**config.mk**
```make
export PLATFORM = sky130hd
export DESIGN_NAME = axi_rr_arbiter
export DESIGN_NICKNAME = d
export VERILOG_FILES = /design/src/rtl/axi_arb_pkg.sv /design/src/rtl/rr_pick.sv /design/src/rtl/axi_rr_arbiter.sv
export SDC_FILE = /design/constraint.sdc
export NUM_CORES = 1
export LEC_CHECK = 0
export CAP_MARGIN = 40
export CORE_AREA = 2 2 135 137
export DETAILED_ROUTE_END_ITERATION = 7
export DIE_AREA = 0 0 137 139
export DONT_BUFFER_PORTS = 1
export GPL_TIMING_DRIVEN = 0
export MAX_ROUTING_LAYER = met4
export PLACE_DENSITY = 0.42
export RECOVER_POWER = 50
export SLEW_MARGIN = 40
export SYNTH_ARGS = -nofsm -noshare
export SYNTH_HDL_FRONTEND = slang
export SYNTH_HIERARCHICAL = 1
export SYNTH_SLANG_ARGS = --single-unit
export TNS_END_PERCENT = 50
```
**constraint.sdc**
```tcl
create_clock -name clk -period 2.4 [get_ports clk]
set_input_delay 0.12 -clock clk [delete_from_list [all_inputs] [get_ports clk]]
set_output_delay 0.12 -clock clk [all_outputs]
set_load 0.005 [all_outputs]
```
**src/rtl/axi_arb_pkg.sv**
```systemverilog
// axi_arb_pkg: shared widths, beat packing, arbiter states and ring arithmetic
// Beat packing is {id, addr, data} with id in the MSBs, matching the FIFO/register-slice path.
package axi_arb_pkg;
  localparam int ID_WIDTH = 3;
  localparam int ADDR_WIDTH = 32;
  localparam int DATA_WIDTH = 32;
  localparam int AXI_LEN = ID_WIDTH + ADDR_WIDTH + DATA_WIDTH;
  typedef struct packed {
    logic [ID_WIDTH-1:0] id;
    logic [ADDR_WIDTH-1:0] addr;
    logic [DATA_WIDTH-1:0] data;
  } axi_beat_t;
  typedef enum logic {ARB, LOCK} arb_state_e;
  function automatic int rr_add(input int a, input int b, input int n);
    return (a + b) % n;
  endfunction
endpackage

```
**src/rtl/rr_pick.sv**
```systemverilog
// rr_pick: combinational round-robin picker, first set req bit at or after ptr (mod N)
// Ports: req request vector; ptr search start; gnt one-hot grant; idx grant index; any some req set.
module rr_pick #(
  parameter int N = 4,
  parameter int IW = $clog2(N)
) (
  input  logic [N-1:0]  req,
  input  logic [IW-1:0] ptr,
  output logic [N-1:0]  gnt,
  output logic [IW-1:0] idx,
  output logic          any
);
  import axi_arb_pkg::*;
  // Scan offsets high to low so the closest requester to ptr is written last and wins.
  always_comb begin
    idx = '0;
    any = 1'b0;
    for (int k = N - 1; k >= 0; k--) begin
      if (req[rr_add(int'(ptr), k, N)]) begin
        idx = IW'(rr_add(int'(ptr), k, N));
        any = 1'b1;
      end
    end
    gnt = any ? N'(1) << idx : '0;
  end
endmodule

```
**src/rtl/axi_rr_arbiter.sv**
```systemverilog
// axi_rr_arbiter: N-to-1 round-robin arbiter with a single registered AXI-style output stage
// Ports: clk, rst (sync, active-high); in_AXI/svalid/sready per-requester beats;
//        out_AXI/dvalid/dready registered granted beat; out_src index of its requester.
// Define ARB_BURST_LOCK_EN to keep a grant for up to BURST_MAX consecutive beats.
module axi_rr_arbiter #(
  parameter int N_REQ = 4,
  parameter int ID_WIDTH = axi_arb_pkg::ID_WIDTH,
  parameter int ADDR_WIDTH = axi_arb_pkg::ADDR_WIDTH,
  parameter int DATA_WIDTH = axi_arb_pkg::DATA_WIDTH,
  parameter int BURST_MAX = 4,
  localparam int BEAT_W = ID_WIDTH + ADDR_WIDTH + DATA_WIDTH,
  localparam int IW = $clog2(N_REQ)
) (
  input  logic                    clk,
  input  logic                    rst,
  input  logic [N_REQ*BEAT_W-1:0] in_AXI,
  input  logic [N_REQ-1:0]        svalid,
  output logic [N_REQ-1:0]        sready,
  output logic [BEAT_W-1:0]       out_AXI,
  output logic                    dvalid,
  input  logic                    dready,
  output logic [IW-1:0]           out_src
);
  import axi_arb_pkg::*;
  if (N_REQ < 2 || N_REQ > 8 || BURST_MAX < 1) begin : g_cfg_err
    $error("axi_rr_arbiter: N_REQ must be 2..8 and BURST_MAX >= 1");
  end
  logic load_en, accept, any;
  logic [N_REQ-1:0] gnt;
  logic [IW-1:0] gnt_idx, pick_ptr, ptr, ptr_nxt;
  assign load_en = !dvalid || dready;
  // rst gates the grant so nothing is offered while the output register is being cleared
  assign accept = any && load_en && !rst;
  assign sready = accept ? gnt : '0;
  rr_pick #(.N(N_REQ)) u_pick (
    .req(svalid),
    .ptr(pick_ptr),
    .gnt(gnt),
    .idx(gnt_idx),
    .any(any)
  );
`ifdef ARB_BURST_LOCK_EN
  localparam int CW = $clog2(BURST_MAX + 1);
  arb_state_e state, state_nxt;
  logic [IW-1:0] lock_id, lock_id_nxt;
  logic [CW-1:0] beat_cnt, beat_cnt_nxt;
  logic lock_live;
  assign lock_live = (state == LOCK) && svalid[lock_id];
  // Starting the search at lock_id picks the owner if it is valid, otherwise falls through
  // to the normal rotation from lock_id+1 in the same cycle.
  assign pick_ptr = (state == LOCK) ? lock_id : ptr;
  always_comb begin
    state_nxt = state;
    lock_id_nxt = lock_id;
    beat_cnt_nxt = beat_cnt;
    ptr_nxt = ptr;
    if (lock_live && load_en) begin
      beat_cnt_nxt = beat_cnt + 1'b1;
      if (int'(beat_cnt) + 1 == BURST_MAX) begin
        state_nxt = ARB;
        beat_cnt_nxt = '0;
        ptr_nxt = IW'(rr_add(int'(lock_id), 1, N_REQ));
      end
    end else if (load_en) begin
      if (state == LOCK) begin
        state_nxt = ARB;
        beat_cnt_nxt = '0;
        ptr_nxt = IW'(rr_add(int'(lock_id), 1, N_REQ));
      end
      if (accept && BURST_MAX > 1) begin
        state_nxt = LOCK;
        lock_id_nxt = gnt_idx;
        beat_cnt_nxt = CW'(1);
      end else if (accept) begin
        ptr_nxt = IW'(rr_add(int'(gnt_idx), 1, N_REQ));
      end
    end
  end
  always_ff @(posedge clk) begin
    if (rst) begin
      state <= ARB;
      lock_id <= '0;
      beat_cnt <= '0;
    end else begin
      state <= state_nxt;
      lock_id <= lock_id_nxt;
      beat_cnt <= beat_cnt_nxt;
    end
  end
`else
  assign pick_ptr = ptr;
  assign ptr_nxt = accept ? IW'(rr_add(int'(gnt_idx), 1, N_REQ)) : ptr;
`endif
  always_ff @(posedge clk) begin
    if (rst) begin
      dvalid <= 1'b0;
      out_AXI <= '0;
      out_src <= '0;
      ptr <= '0;
    end else begin
      ptr <= ptr_nxt;
      if (load_en) dvalid <= accept;
      if (accept) begin
        out_AXI <= in_AXI[int'(gnt_idx)*BEAT_W +: BEAT_W];
        out_src <= gnt_idx;
      end
    end
  end
endmodule

```
=== Yosys cells after proc, flatten, opt, wreduce, memory -nomap -nowiden ===
Cells that the tools add are included.

* Register bits: 72
* Input bits: 275
* Output and inout bits: 74

* $add $sub $neg: 4
* Multipliers: 1
* Order comparisons: 4
* Shifts and indexed selects: 2
* Multiplexer cells: 21
* Bitwise operators: 3
* Reduce and logical (&&, ||, !) cells: 8

{| class="wikitable"
|+ Operators with widths
! kind !! number
|-
| 268-bit by 10-bit variable part select with 67-bit output || 1
|-
| 3-bit by 4-bit < comparator with 1-bit output (second input constant) || 3
|-
| 1-bit two-way mux || 11
|-
| 2-bit by 7-bit multiplier with 9-bit output (second input constant) || 1
|-
| 1-bit binary-select mux with 2-bit select || 4
|-
| 2-bit two-way mux || 4
|-
| 4-bit two-way mux || 2
|-
| 2-bit OR reduction || 3
|-
| 2-bit by 1-bit adder with 2-bit output (second input constant) || 2
|-
| 2-bit adder (second input constant) || 2
|-
| 1-bit by 2-bit left shift with 4-bit output (first input constant) || 1
|-
| 1-bit AND (first input constant) || 3
|-
| 2-bit by 3-bit < comparator with 1-bit output (second input constant) || 1
|-
| 1-bit logical AND || 2
|-
| 1-bit zero test || 2
|-
| 1-bit logical OR || 1
|}

=== Depth between registers and ports, before layout ===
Gate-level depths: netlist of the first run.

* Depth in word-level cells: 13
* Mapped depth: 9
* Mapped depth without buffers: 5

=== Cells and area by module ===
The synthesis of the first run kept the hierarchy.

{| class="wikitable"
|+ Modules (own cells, without submodules)
! module !! instances !! cells an instance !! area an instance (um^2) !! seq. area each (um^2)
|-
| axi_rr_arbiter || 1 || 252 || 3846.2 || 1441.4
|-
| rr_pick || 1 || 33 || 211.5 || 0.0
|}

=== Least setup slack after synthesis of the first run ===
OpenSTA, ideal clock, no wires.

* Kind: reg2reg
* From: register ptr[1] (netlist: pick_ptr[1])
* To: register out_AXI[51]
* Setup time: 117 ps
* Arrival: 1901 ps
* Path slack: 382 ps
* Stages on the path, launching flop included: 9
* Buffers on the path: 3
* Clock period less this slack: 2018 ps
* Cell sequence: dfxtp_1 -> buf_6 -> mux2i_1 -> o22ai_1 -> a31oi_1 -> buf_6 -> buf_12 -> mux4_2 -> a22o_1

* Word-level cells in the longest chain between the ends: 10
* Elaborated cells between the ends (all ways): 26
* Classes of those cells: add/sub: 3; mul: 1; shift: 1; mux: 19; reduce/logical: 2

{| class="wikitable"
|+ Ends and longest elaborated chain
! element !! RTL line !! source
|-
| start: declaration || axi_rr_arbiter.sv:30 || <nowiki>logic [IW-1:0] gnt_idx, pick_ptr, ptr, ptr_nxt;</nowiki>
|-
| start signal: assignment || axi_rr_arbiter.sv:101 || <nowiki>ptr <= ptr_nxt;</nowiki>
|-
| 2-bit adder || axi_arb_pkg.sv:15 || <nowiki>return (a + b) % n;</nowiki>
|-
| 1-bit binary-select mux with 2-bit select || rr_pick.sv:19 || <nowiki>if (req[rr_add(int'(ptr), k, N)]) begin</nowiki>
|-
| 1-bit two-way mux (not written as such) (2 in series) || rr_pick.sv:19 ||
|-
| 2-bit two-way mux (3 in series) || rr_pick.sv:19 ||
|-
| 2-bit two-way mux * || rr_pick.sv:19 ||
|-
| named net gnt_idx[0] || axi_rr_arbiter.sv:30 ||
|-
| 2-bit by 7-bit multiplier with 9-bit output * || axi_rr_arbiter.sv:104 || <nowiki>out_AXI <= in_AXI[int'(gnt_idx)*BEAT_W +: BEAT_W];</nowiki>
|-
| 268-bit by 10-bit variable part select with 67-bit output * || axi_rr_arbiter.sv:104 ||
|-
| end signal: assignment || axi_rr_arbiter.sv:104 ||
|-
| end: declaration || axi_rr_arbiter.sv:19 || <nowiki>output logic [BEAT_W-1:0] out_AXI,</nowiki>
|}

The timed path passes the listed nets; every way through them passes the cells marked *. The select of a mux whose other input is x is not followed.
A chain may end at the register's enable or synchronous reset.

=== Worst setup path after layout of the first run ===
* From: register ptr[0] (netlist: pick_ptr[0])
* To: register out_AXI[0]

The elaborated chain is that of the path after synthesis.

==> results by group, run 1 <==
Final layout
  • Register area: 1440 µm²
  • Non-filler cells in the finished layout: about 530
  • Area Growth Syn to Fin: 15.6%
  • Footprint of the multi-input gates: about 2400 µm²
  • Layout fillers: 1848
  • Share of layout cells above drive strength 1: 37.2%
  • Final #Nets: 572

Logic synthesis
  • Synth Warn #: 6
  • Mapped cell area: 4060 µm²
  • Synthesized area per cell: around 14 µm²
  • Post-synthesis async set-or-reset flop share: 0%
  • Top cell type's share of synthesized area: 37.2%
  • Register bit count reported by yosys: approximately 70
  • Synth Flop Type: dfxtp_1
  • Most frequent cells after synthesis: 72 x a22o_1, 72 x dfxtp_1, 67 x mux4_2
  • Area leader, netlist: mux4_2
  • Instance count of the mapped netlist: 285
  • Distinct cells, synth: 28
  • EDFF count, synth: 0
  • Top cells by area, synth: mux4_2 37%, dfxtp_1 36%, a22o_1 16%
  • Post-synthesis sequential area ratio: a little over a third
  • Net Count, Synth: 560

CTS
  • CTS tree: done
  • Clock buffer depth: 2
  • Cts bufs inserted: 9
  • Clock root cell: clkbuf_16
  • Clock sinks: slightly above 70
  • H-Tree Depth: 3
  • Worst skew pair latency: 340 ps
  • Clock transition at the registers of the reported paths: around 60 ps

Critical path
  • R2R Setup Slk: 90 ps
  • Reg2reg end: out_AXI[0]
  • Crit Path Category: reg2reg
  • Worst path arrival time: 2530 ps
  • Required @ worst endpoint: ~2600 ps
  • Crit-path max FO: 10
  • Critical Path Start: pick_ptr[0]
  • Reg2Reg Depth: 7
  • Endpoint type of the worst setup path: flop
  • Critical Path Source Type: flop
  • RR Startpoint: pick_ptr[0]

Detailed routing
  • Via density: approximately 5.4
  • Final wirelength: 14700 µm
  • DR pass1 iterations: 4
  • Number of DRC markers in iteration 0: 103
  • Vias: 2892
  • WL met3: 1480 µm
  • WL per Instance: 27.6 µm
  • Max layer used: met4
  • Metal2 WL: 7860 µm
  • Detailed-route DRC error count: 0
  • Routed Antenna Nets: 0
  • Met1 WL: just over 5000 µm

Global routing
  • Largest net degree at the start of global routing: 13
  • Total Routing Usage GR: 15.0%
  • Grt ovf: 0
  • First-pass GRT wire length: about 20000 µm
  • Vias in the first global route: 3233
  • Initial antenna violation count: 3

Floorplan
  • Core box area: 17700 µm²
  • Die Wd: 137 µm
  • I/O pins: 349
  • Rows: 49
  • Die height: 139 µm
  • Initial core utilization: 23.0%
  • Die ar.: 19000 µm²

Power and ir drop
  • Power per cell area: between 800 and 900 nW/µm²
  • Clock power share: 36.4%
  • P_int: 2.92 mW
  • P_sw: 1.13 mW
  • Lkg Pwr: 1.70 nW
  • Peak supply drop: 0.000297 V
  • Reg power frac: 37.6%
  • Sw Share: 27.8%
  • Power share of the combinational group: 26.1%

Min path
  • Worst hold path class: in2reg
  • Hold Crit Depth: 2
  • Worst Hold End: dvalid
  • Hold path startpoint: dready

Timing
  • Final Worst Setup Slack: approximately 94 ps
  • Slew Limit Fails: 0
  • Fin crit share: between 90% and 100%
  • RSZ-0062 raised after global routing: true
  • Max transition margin: between 50% and 60%
  • Fmax: 434 MHz
  • Final clock skew: approximately 8.9 ps
  • Final min period: 2310 ps
  • Final setup fails: 0
  • Tightest Pin Transition: 645 ps
  • Final hold violations: 0

Placed design
  • DP Worst Slack: -63.3 ps
  • Dpl cells: 514
  • PortBufs: 0
  • Post-DP HPWL: ~12000 µm
  • RePlAce Congestion: 0.730

Job
  • MaxCap Viol Count: 0

Run status
  • Status: finished, final reports clean
-- worst max-delay path by stage --
stage                       end  slack (ps)  depth (start not counted)
CTS                 out_AXI[34]          30                          9
floorplan           out_AXI[51]         380                          8
finish               out_AXI[0]          90                          7
detailed placement  out_AXI[35]         -60                          9
global route         out_AXI[0]         -40                          7
global placement    out_AXI[27]         -40                          8
-- critical path, cell delays in order, from the launching register on --
cell,delay [ps]
dfxtp_1,470
inv_1,130
a21oi_1,140
o2bb2a_1,150
buf_2,230
clkbuf_1,470
mux4_2,410
a22o_1,190
-- layout make-up --
type | instances | area share [%]
multi-input cells | 172 | 50.2
clock inverters | 5 | 1.73
well taps | 229 | 6.11
flip-flops and latches | 72 | 30.7
plain buffers | 35 | 5.23
clock buffers | 10 | 5.10
repair buffers | 1 | 0.213
inverters | 6 | 0.480
diodes | 3 | 0.160
-- power by group through the flow --
stage	sequential, mW	clock [mW]	combinational (mW)
after floorplan	1.49	0	0.893
after global placement	1.55	0	1.05
after detailed placement	1.55	0	1.07
after CTS	1.52	1.53	1.08
after global routing	1.54	1.56	1.14
final	1.52	1.47	1.06
-- per-layer routing --
layer / vias up / global-route usage [%]
li1: 1229 / -
met1: 1441 / 15.2
met2: 205 / 26.7
met3: 17 / 4.17
met4: 0 / 6.29
met5: - / -
-- flip-flops by register name, summed over array words and instances, names as in the netlist --
name / cells
out_AXI: 67
out_src: 2
pick_ptr: 2
dvalid: 1
-- per-stage QoR --
stage	instance area [µm²]	hold WS (ps)	TNS, ps	total power, mW	util [%]
final	4690	33.8	0	4.05	26.6
after global routing	4690	43.8	-186	4.25	26.6
after CTS	4680	26.7	0	4.13	26.5
after detailed placement	4340	195	-978	2.62	24.6
after global placement	4340	190	-389	2.60	24.6
after floorplan	4060	189	0	2.39	-
-- logic make-up (layout without fill, tap and decap cells) --
| group | count (synthesis) | in the layout | share of synthesized area, % |
|---|---|---|---|
| compound gates | 90 | 90 | 18.6 |
| flops | 72 | 72 | 35.5 |
| mux | 68 | 68 | 37.4 |
| buf+inv | 41 | 57 | 6.41 |
| simple gates | 13 | 13 | 1.85 |
| xor+xnor | 1 | 1 | 0.216 |
| other cells | 0 | 3 | 0 |
-- placed cells by master (no fill, tap or decap), types with 2 or more instances in the layout --
cell type / count
inv_1: 6
a21oi_1: 5
mux4_2: 67
o21ai_1: 2
dfxtp_1: 72
clkbuf_1: 9
a22o_1: 72
clkbuf_16: 9
o21ai_0: 2
buf_6: 9
and2_1: 5
buf_2: 10
nor2_1: 4
diode_2: 3
clkbuf_2: 2
o221a_2: 2
bufinv_16: 2
buf_4: 3
-- timing repair --
| item | in CTS | in global routing |
|---|---|---|
| setup endpoints to repair | 20 | 27 |
| endpoints found under the hold margin | 1 | 0 |
| hold buffers | 1 | 0 |
| resized for setup | 2 | 3 |
| buffers inserted | 0 | 0 |
(Power assumes the default switching activity.)
==> run 2, diff against run 1 <==
Settings changed: CORE_AREA 2 2 135 137 to 2 2 136 138, DIE_AREA 0 0 137 139 to 0 0 138 140, PLACE_DENSITY 0.42 to 0.38.
==> run 2 against run 1 <==
Compared with the run above: critical path depth is the same; non-clock buffer count is the same; combinational power is essentially flat; final cell count shrank 0.38%; critical path type unchanged; critical endpoint is now out_AXI[63].
==> results by group, run 2 (same netlist as run 1, synthesis figures left out) <==
Critical path
  • Critical Path, Cell by Cell: inv_1, a21oi_1, o2bb2a_1, buf_2, clkbuf_1, mux4_2, a22o_1 (unchanged)
  • Required @ worst endpoint: 2630 ps (about the same)
  • Critical Path Source Type: flop (unchanged)
  • Slowest library cell on the worst path: clkbuf_1 (was dfxtp_1)
  • CP peak stage delay: 520 ps (was 470 ps)
  • Worst path arrival time: 2560 ps (was 2530 ps)
  • Crit Path Category: reg2reg (unchanged)
  • Endpoint type of the worst setup path: flop (unchanged)
  • Crit-path max FO: 10 (unchanged)

Global routing
  • First-pass GRT wire length: 19500 µm (was 20100 µm)
  • Grt ovf: 0 (unchanged)
  • Initial antenna violation count: 1 (was 3)
  • Total Routing Usage GR: 14.0% (was 15.0%)
  • Largest net degree at the start of global routing: 13 (unchanged)
  • Vias in the first global route: 3027 (was 3233)

Floorplan
  • Die Wd: 138 µm (was 137 µm)
  • Core box area: 17800 µm² (was 17700 µm²)
  • I/O pins: 349 (unchanged)
  • Initial core utilization: 22.8% (was 23.0%)
  • Die height: 140 µm (was 139 µm)
  • Rows: 49 (unchanged)
  • Die ar.: 19300 µm² (was 19000 µm²)

Detailed routing
  • WL per Instance: 26.3 µm (was 27.6 µm)
  • Vias: 2860 (was 2892)
  • Via density: 5.39 (was 5.43)
  • Detailed-route DRC error count: 0 (unchanged)
  • Final wirelength: 14000 µm (was 14700 µm)
  • DR pass1 iterations: 4 (unchanged)
  • Number of DRC markers in iteration 0: 102 (was 103)
  • Routed Antenna Nets: 0 (unchanged)

Timing
  • Final min period: 2330 ps (was 2310 ps)
  • Max transition margin: 58.2% (was 57.0%)
  • Fmax: 428 MHz (was 434 MHz)
  • RSZ-0062 raised after global routing: true (unchanged)
  • Final clock skew: 8.76 ps (was 8.88 ps)
  • Slew Limit Fails: 0 (unchanged)
  • Final hold violations: 0 (unchanged)
  • Total negative slack: 0 ps (unchanged)
  • Fin crit share: 97.2% (was 96.1%)
  • Final setup fails: 0 (unchanged)
  • Tightest Pin Transition: 628 ps (was 645 ps)

Power and ir drop
  • Power per cell area: 904 nW/µm² (was 864 nW/µm²)
  • Peak supply drop: 0.000287 V (was 0.000297 V)
  • Lkg Pwr: 1.73 nW (was 1.70 nW)

Min path
  • Worst hold path class: in2reg (unchanged)

CTS
  • CTS tree: done (unchanged)
  • Cts bufs inserted: 9 (unchanged)
  • Worst skew pair latency: 340 ps (about the same)
  • Clock root cell: clkbuf_16 (unchanged)
  • Post-CTS setup buffer count: 0 (unchanged)
  • Clock buffer depth: 2 (unchanged)
  • H-Tree Depth: 3 (unchanged)
  • Clock transition at the registers of the reported paths: 60 ps (about the same)
  • Clock sinks: 72 (unchanged)

Final layout
  • Most flops, register: out_AXI (unchanged)
  • Most common cell after layout, fill and taps aside: a22o_1
  • Layout fillers: 1822 (was 1848)
  • Final #Nets: 572 (unchanged)
  • Area Growth Syn to Fin: 17.0% (was 15.6%)
  • Share of layout cells above drive strength 1: 37.2% (unchanged)
  • Number of flip-flops in the largest register: 67 (unchanged)
  • Final design utilization: 26.7% (was 26.6%)
  • Highest-count cells in the layout ignoring fill and taps: 72 x a22o_1, 71 x dfxtp_1, 67 x mux4_2 (was 72 x a22o_1, 72 x dfxtp_1, 67 x mux4_2)

Placed design
  • PortBufs: 0 (unchanged)
  • RePlAce Congestion: 0.766 (was 0.730)
  • Post-DP HPWL: 11200 µm (was 11800 µm)

Run status
  • Status: finished, final reports clean (unchanged)

Job
  • MaxCap Viol Count: 0 (unchanged)
## run 2: changes by cell type in the layout (fill, tap and decap cells not counted), moves of 2 or more
cell and change:
bufinv_16 +2, buf_8 +2, buf_6 -3, diode_2 -2
## run 2: power by group
part | total, mW | internal [mW] | leakage, nW | switching, mW
clock network | 1.70 | 1.15 | 0.179 | 0.550
registers | 1.53 | 1.37 | 0.598 | 0.157
logic | 1.07 | 0.630 | 0.950 | 0.436
## run 2: repair_timing
| item | in CTS | in global routing |
|---|---|---|
| hold endpoints to repair | 1 | 0 |
| setup endpoints to repair | 20 | 55 |
| resized for setup | 2 | 5 |
| hold buffers | 1 | 0 |
| pin swaps | 0 | 0 |
## run 2: routing by layer
metal / track usage, % / part of all wire (%) / up-vias
met5: - / 0 / -
met4: 5.37 / 2.1 / 0
met3: 4.72 / 8.3 / 19
met2: 22.8 / 51 / 204
met1: 16.0 / 39 / 1412
li1: - / - / 1225
## run 2: worst paths after layout
kind | start | end | slack, ps | cells past startpoint
worst max-delay path | pick_ptr[0] | out_AXI[63] | 70 | 7
worst min-delay path | dready | dvalid | 50 | 2
worst max register to register | pick_ptr[0] | out_AXI[63] | 70 | 7
worst min register to register | out_AXI[31] | out_AXI[31] | 510 | 1
## run 2: metrics by stage
step | setup slack, ps | power (mW) | cell area (µm²) | std cells | hold WS (ps)
finish | 66.0 | 4.29 | 4750 | 531 | 49.7
global route | -43.8 | 4.50 | 4750 | 531 | 33.0
CTS | 40.3 | 4.36 | 4730 | 530 | 25.5
detailed placement | -138 | 2.62 | 4340 | 514 | 194
global placement | -109 | 2.62 | 4340 | 514 | 191
floorplan | 382 | 2.39 | 4060 | 285 | 189
## run 2: worst max-delay path: cells and delay by family, from the launching register on
kind	cells	cell delay, ps
buffers and inverters	3	860
AO/OA/AOI/OAI	3	480
flip-flops	1	450
multiplexers	1	430
## run 2: cell type report
class                      instances  area (µm²)  area share, %
clock buffer                      10         239           5.04
sequential                        72        1440           30.4
clock inverter                     5         129           2.72
multi-input combinational        172        2360           49.6
tap                              229         287           6.04
buffer                            35         258           5.43
antenna                            1        2.50         0.0527
timing repair buffer               1        10.0          0.211
inverter                           6        22.5          0.475
==> run 3, diff against run 2 <==
Settings changed: CORE_AREA 2 2 136 138 to default, CORE_MARGIN from default to 5, CORE_UTILIZATION from default to 26, DIE_AREA 0 0 138 140 to default, HOLD_SLACK_MARGIN from default to 0.12, PLACE_DENSITY 0.38 to 0.41.
==> run 3 against run 2 <==
Compared with the run above: the run now fails in clock tree synthesis (4_1_cts); area after synthesis is the same; synthesized cell count did not move.
==> results by group, run 3 <==
Logic synthesis
  • Area leader, netlist: mux4_2 (unchanged)
  • Synth Flop Type: dfxtp_1 (unchanged)
  • Top cell type's share of synthesized area: 37.2% (unchanged)
  • Most frequent cells after synthesis: 72 x a22o_1, 72 x dfxtp_1, 67 x mux4_2 (unchanged)
  • Synthesized area per cell: 14.2 µm² (unchanged)
  • EDFF count, synth: 0 (unchanged)
  • Top cells by area, synth: mux4_2 37%, dfxtp_1 36%, a22o_1 16% (unchanged)
  • Register bit count reported by yosys: 72 (unchanged)
  • Post-synthesis sequential area ratio: 35.5% (unchanged)
  • Distinct cells, synth: 28 (unchanged)
  • Net Count, Synth: 560 (unchanged)
  • Post-synthesis async set-or-reset flop share: 0% (unchanged)
  • Instance count of the mapped netlist: 285 (unchanged)
  • Synth Warn #: 6 (unchanged)
  • Mapped cell area: 4060 µm² (unchanged)

CTS
  • Post-CTS setup buffer count: 0 (unchanged)
  • Cts bufs inserted: 9 (unchanged)
  • Clock buffer depth: 2 (unchanged)
  • Post-CTS Hold Fix Bufs: 103 (was 1)
  • Clock sinks: 72 (unchanged)
  • Clock root cell: clkbuf_16 (unchanged)
  • H-Tree Depth: 3 (unchanged)
  • Post-CTS sizing: 2 (unchanged)

Floorplan
  • I/O pins: 349 (unchanged)
  • Die Wd: 135 µm (was 138 µm)
  • Initial core utilization: 26.6% (was 22.8%)
  • Die height: 135 µm (was 140 µm)
  • Rows: 45 (was 49)

Placed design
  • PortBufs: 0 (unchanged)
  • RePlAce Congestion: 0.762 (was 0.766)
  • Dpl cells: 496 (was 514)
  • Post-DP HPWL: 12100 µm (was 11200 µm)

Run status
  • Status: aborted with a tool error (was finished, final reports clean)
  • Stop stage: clock tree synthesis (4_1_cts)
  • Stop err: [ERROR RSZ-0060] Max buffer count reached.
==> run 3: cells by family after synthesis <==
kind of cell / Yosys count / share of synthesized area, %
AO/OA/AOI/OAI: 90 / 18.6
flip-flops: 72 / 35.5
multiplexers: 68 / 37.4
buffers and inverters: 41 / 6.41
AND/OR/NAND/NOR: 13 / 1.85
XOR/XNOR: 1 / 0.216
==> run 3: stage by stage <==
step           setup slack (ps)  cell area (µm²)
3_3_place_gp              -87.0             4320
3_5_place_dp               -113             4320
2_1_floorplan               382             4060
==> run 4, diff against run 3 <==
Settings changed: CORE_UTILIZATION 26 to 20, HOLD_SLACK_MARGIN 0.12 to default, MAX_ROUTING_LAYER met4 to default, PLACE_DENSITY 0.41 to default, PLACE_DENSITY_LB_ADDON from default to 0.15.
==> run 4 against run 3 <==
Compared with the run above: the flow now finishes without violations.
==> results by group, run 4 (same netlist as run 1, synthesis figures left out) <==
Critical path
  • RR Startpoint: pick_ptr[1]
  • R2R Setup Slk: around 110 ps
  • Reg2reg end: out_AXI[51]
  • Critical Path Source Type: flop
  • Crit-path max FO: 10
  • Required @ worst endpoint: 2630 ps
  • Crit Path Category: reg2reg
  • Worst path arrival time: 2520 ps
  • Endpoint type of the worst setup path: flop
  • Reg2Reg Depth: 8

Timing
  • Final setup fails: 0
  • Max transition margin: 60.2%
  • Total negative slack: 0 ps
  • RSZ-0062 raised after global routing: false
  • Final min period: 2290 ps
  • Slew Limit Fails: 0
  • Tightest Pin Transition: between 500 and 600 ps
  • Final hold violations: 0
  • Final Hold Slack: a little under 50 ps
  • Fmax: 436 MHz
  • Final clock skew: 7.50 ps
  • Fin crit share: a little over nine tenths

Floorplan
  • I/O pins: 349 (unchanged)
  • Initial core utilization: 20.2% (was 26.6%)
  • Die ar.: about 23000 µm²
  • Core box area: 20100 µm²
  • Die Wd: 152 µm (was 135 µm)
  • Die height: 152 µm (was 135 µm)
  • Rows: 52 (was 45)

Global routing
  • Largest net degree at the start of global routing: 13
  • Initial antenna violation count: 2
  • Grt ovf: 0
  • First-pass GRT wire length: 22900 µm
  • Total Routing Usage GR: 12.9%
  • Vias in the first global route: ~3300

Final layout
  • Most flops, register: out_AXI
  • Non-filler cells in the finished layout: 574
  • Post-route cell area: 4740 µm²
  • Final #Nets: 572
  • Highest-count cells in the layout ignoring fill and taps: 72 x a22o_1, 72 x dfxtp_1, 67 x mux4_2
  • Share of layout cells above drive strength 1: 37.4%
  • Area Growth Syn to Fin: 16.8%
  • Number of flip-flops in the largest register: 67

Detailed routing
  • Detailed-route DRC error count: 0
  • Number of DRC markers in iteration 0: ~140
  • Routed Antenna Nets: 0
  • DR pass1 iterations: 6
  • WL per Instance: ~27 µm
  • Via density: 5.01
  • Vias: ~2900
  • Final wirelength: between 15000 and 20000 µm

Power and ir drop
  • Clock power share: 35.8%
  • Power share of the combinational group: 26.4%
  • Reg power frac: 37.8%
  • Power per cell area: 854 nW/µm²
  • Lkg Pwr: approximately 1.7 nW
  • P_sw: ~1.1 mW
  • Peak supply drop: 0.000270 V
  • Sw Share: 28.2%
  • P_int: 2.91 mW

Job
  • MaxCap Viol Count: 0

Min path
  • Hold path startpoint: dready
  • Worst Hold End: dvalid
  • Hold Crit Depth: 2
  • Worst hold path class: in2reg

Placed design
  • Dpl cells: 555 (was 496)
  • RePlAce Congestion: 0.787 (was 0.762)
  • PortBufs: 0 (unchanged)
  • Placed cell areas: 4400 µm² (was 4320 µm²)
  • Post-DP HPWL: 12800 µm (was 12100 µm)

CTS
  • Worst skew pair latency: 340 ps
  • Clock buffer depth: 2 (unchanged)
  • H-Tree Depth: 3 (unchanged)
  • Clock transition at the registers of the reported paths: 60 ps
  • Cts bufs inserted: 9 (unchanged)
  • CTS tree: done
  • Clock sinks: 72 (unchanged)
  • Clock root cell: clkbuf_16 (unchanged)
  • Post-CTS setup buffer count: 0 (unchanged)

Run status
  • Status: finished, final reports clean (was aborted with a tool error)
run 4: worst max-delay path by stage:
| stage | end | slack (ps) | depth (start not counted) | startpoint |
|---|---|---|---|---|
| floorplan | out_AXI[51] | 380 | 8 | pick_ptr[1] |
| global placement | out_AXI[24] | -140 | 8 | pick_ptr[1] |
| detailed placement | out_AXI[24] | -190 | 8 | pick_ptr[1] |
| CTS | out_AXI[62] | 30 | 8 | pick_ptr[1] |
| global route | out_AXI[24] | 7 | 8 | pick_ptr[1] |
| finish | out_AXI[51] | 110 | 8 | pick_ptr[1] |
run 4: final cells by class:
cell class                 instances  area, µm²
clock buffer                      11        233
inverter                           6       22.5
antenna                            2       5.00
multi-input combinational        172       2360
timing repair buffer               1       10.0
fill                            2105      15400
clock inverter                     5       81.3
tap                              270        338
buffer                            35        254
sequential                        72       1440
run 4: critical path, stage by stage (launching register included):
cell	delay (ps)
dfxtp_1	380
buf_6	160
mux2i_1	190
o22ai_1	90
a31oi_1	190
buf_6	210
buf_12	170
mux4_2	540
a22o_1	240
run 4: timing repair:
item,4_1_cts,5_1_grt
hold buffers,1,0
hold endpoints to repair,1,0
endpoints found under the setup margin,22,31
pin swaps,0,0
gates resized for setup,4,6
run 4: routing by layer:
layer / share of wire (%) / vias to the layer above / GRT usage [%]
li1: - / 1225 / -
met1: 38 / 1442 / 14.6
met2: 52 / 196 / 22.3
met3: 9.3 / 11 / 5.20
met4: 1.2 / 0 / 4.24
met5: 0 / - / 0
run 4: per-stage QoR:
stage	util, %	power (mW)	worst slack (ps)
final	23.6	4.05	109
after global routing	23.6	4.27	6.60
after CTS	23.5	4.14	30.9
after detailed placement	21.9	2.64	-193
after global placement	21.9	2.63	-136
after floorplan	-	2.39	382
run 4: power by group through the flow:
stage / Sequential, mW / Clock (mW) / Combinational (mW)
2_1_floorplan: 1.49 / 0 / 0.893
4_1_cts: 1.54 / 1.51 / 1.09
5_1_grt: 1.55 / 1.55 / 1.17
3_5_place_dp: 1.56 / 0 / 1.08
3_3_place_gp: 1.56 / 0 / 1.07
6_report: 1.53 / 1.45 / 1.07
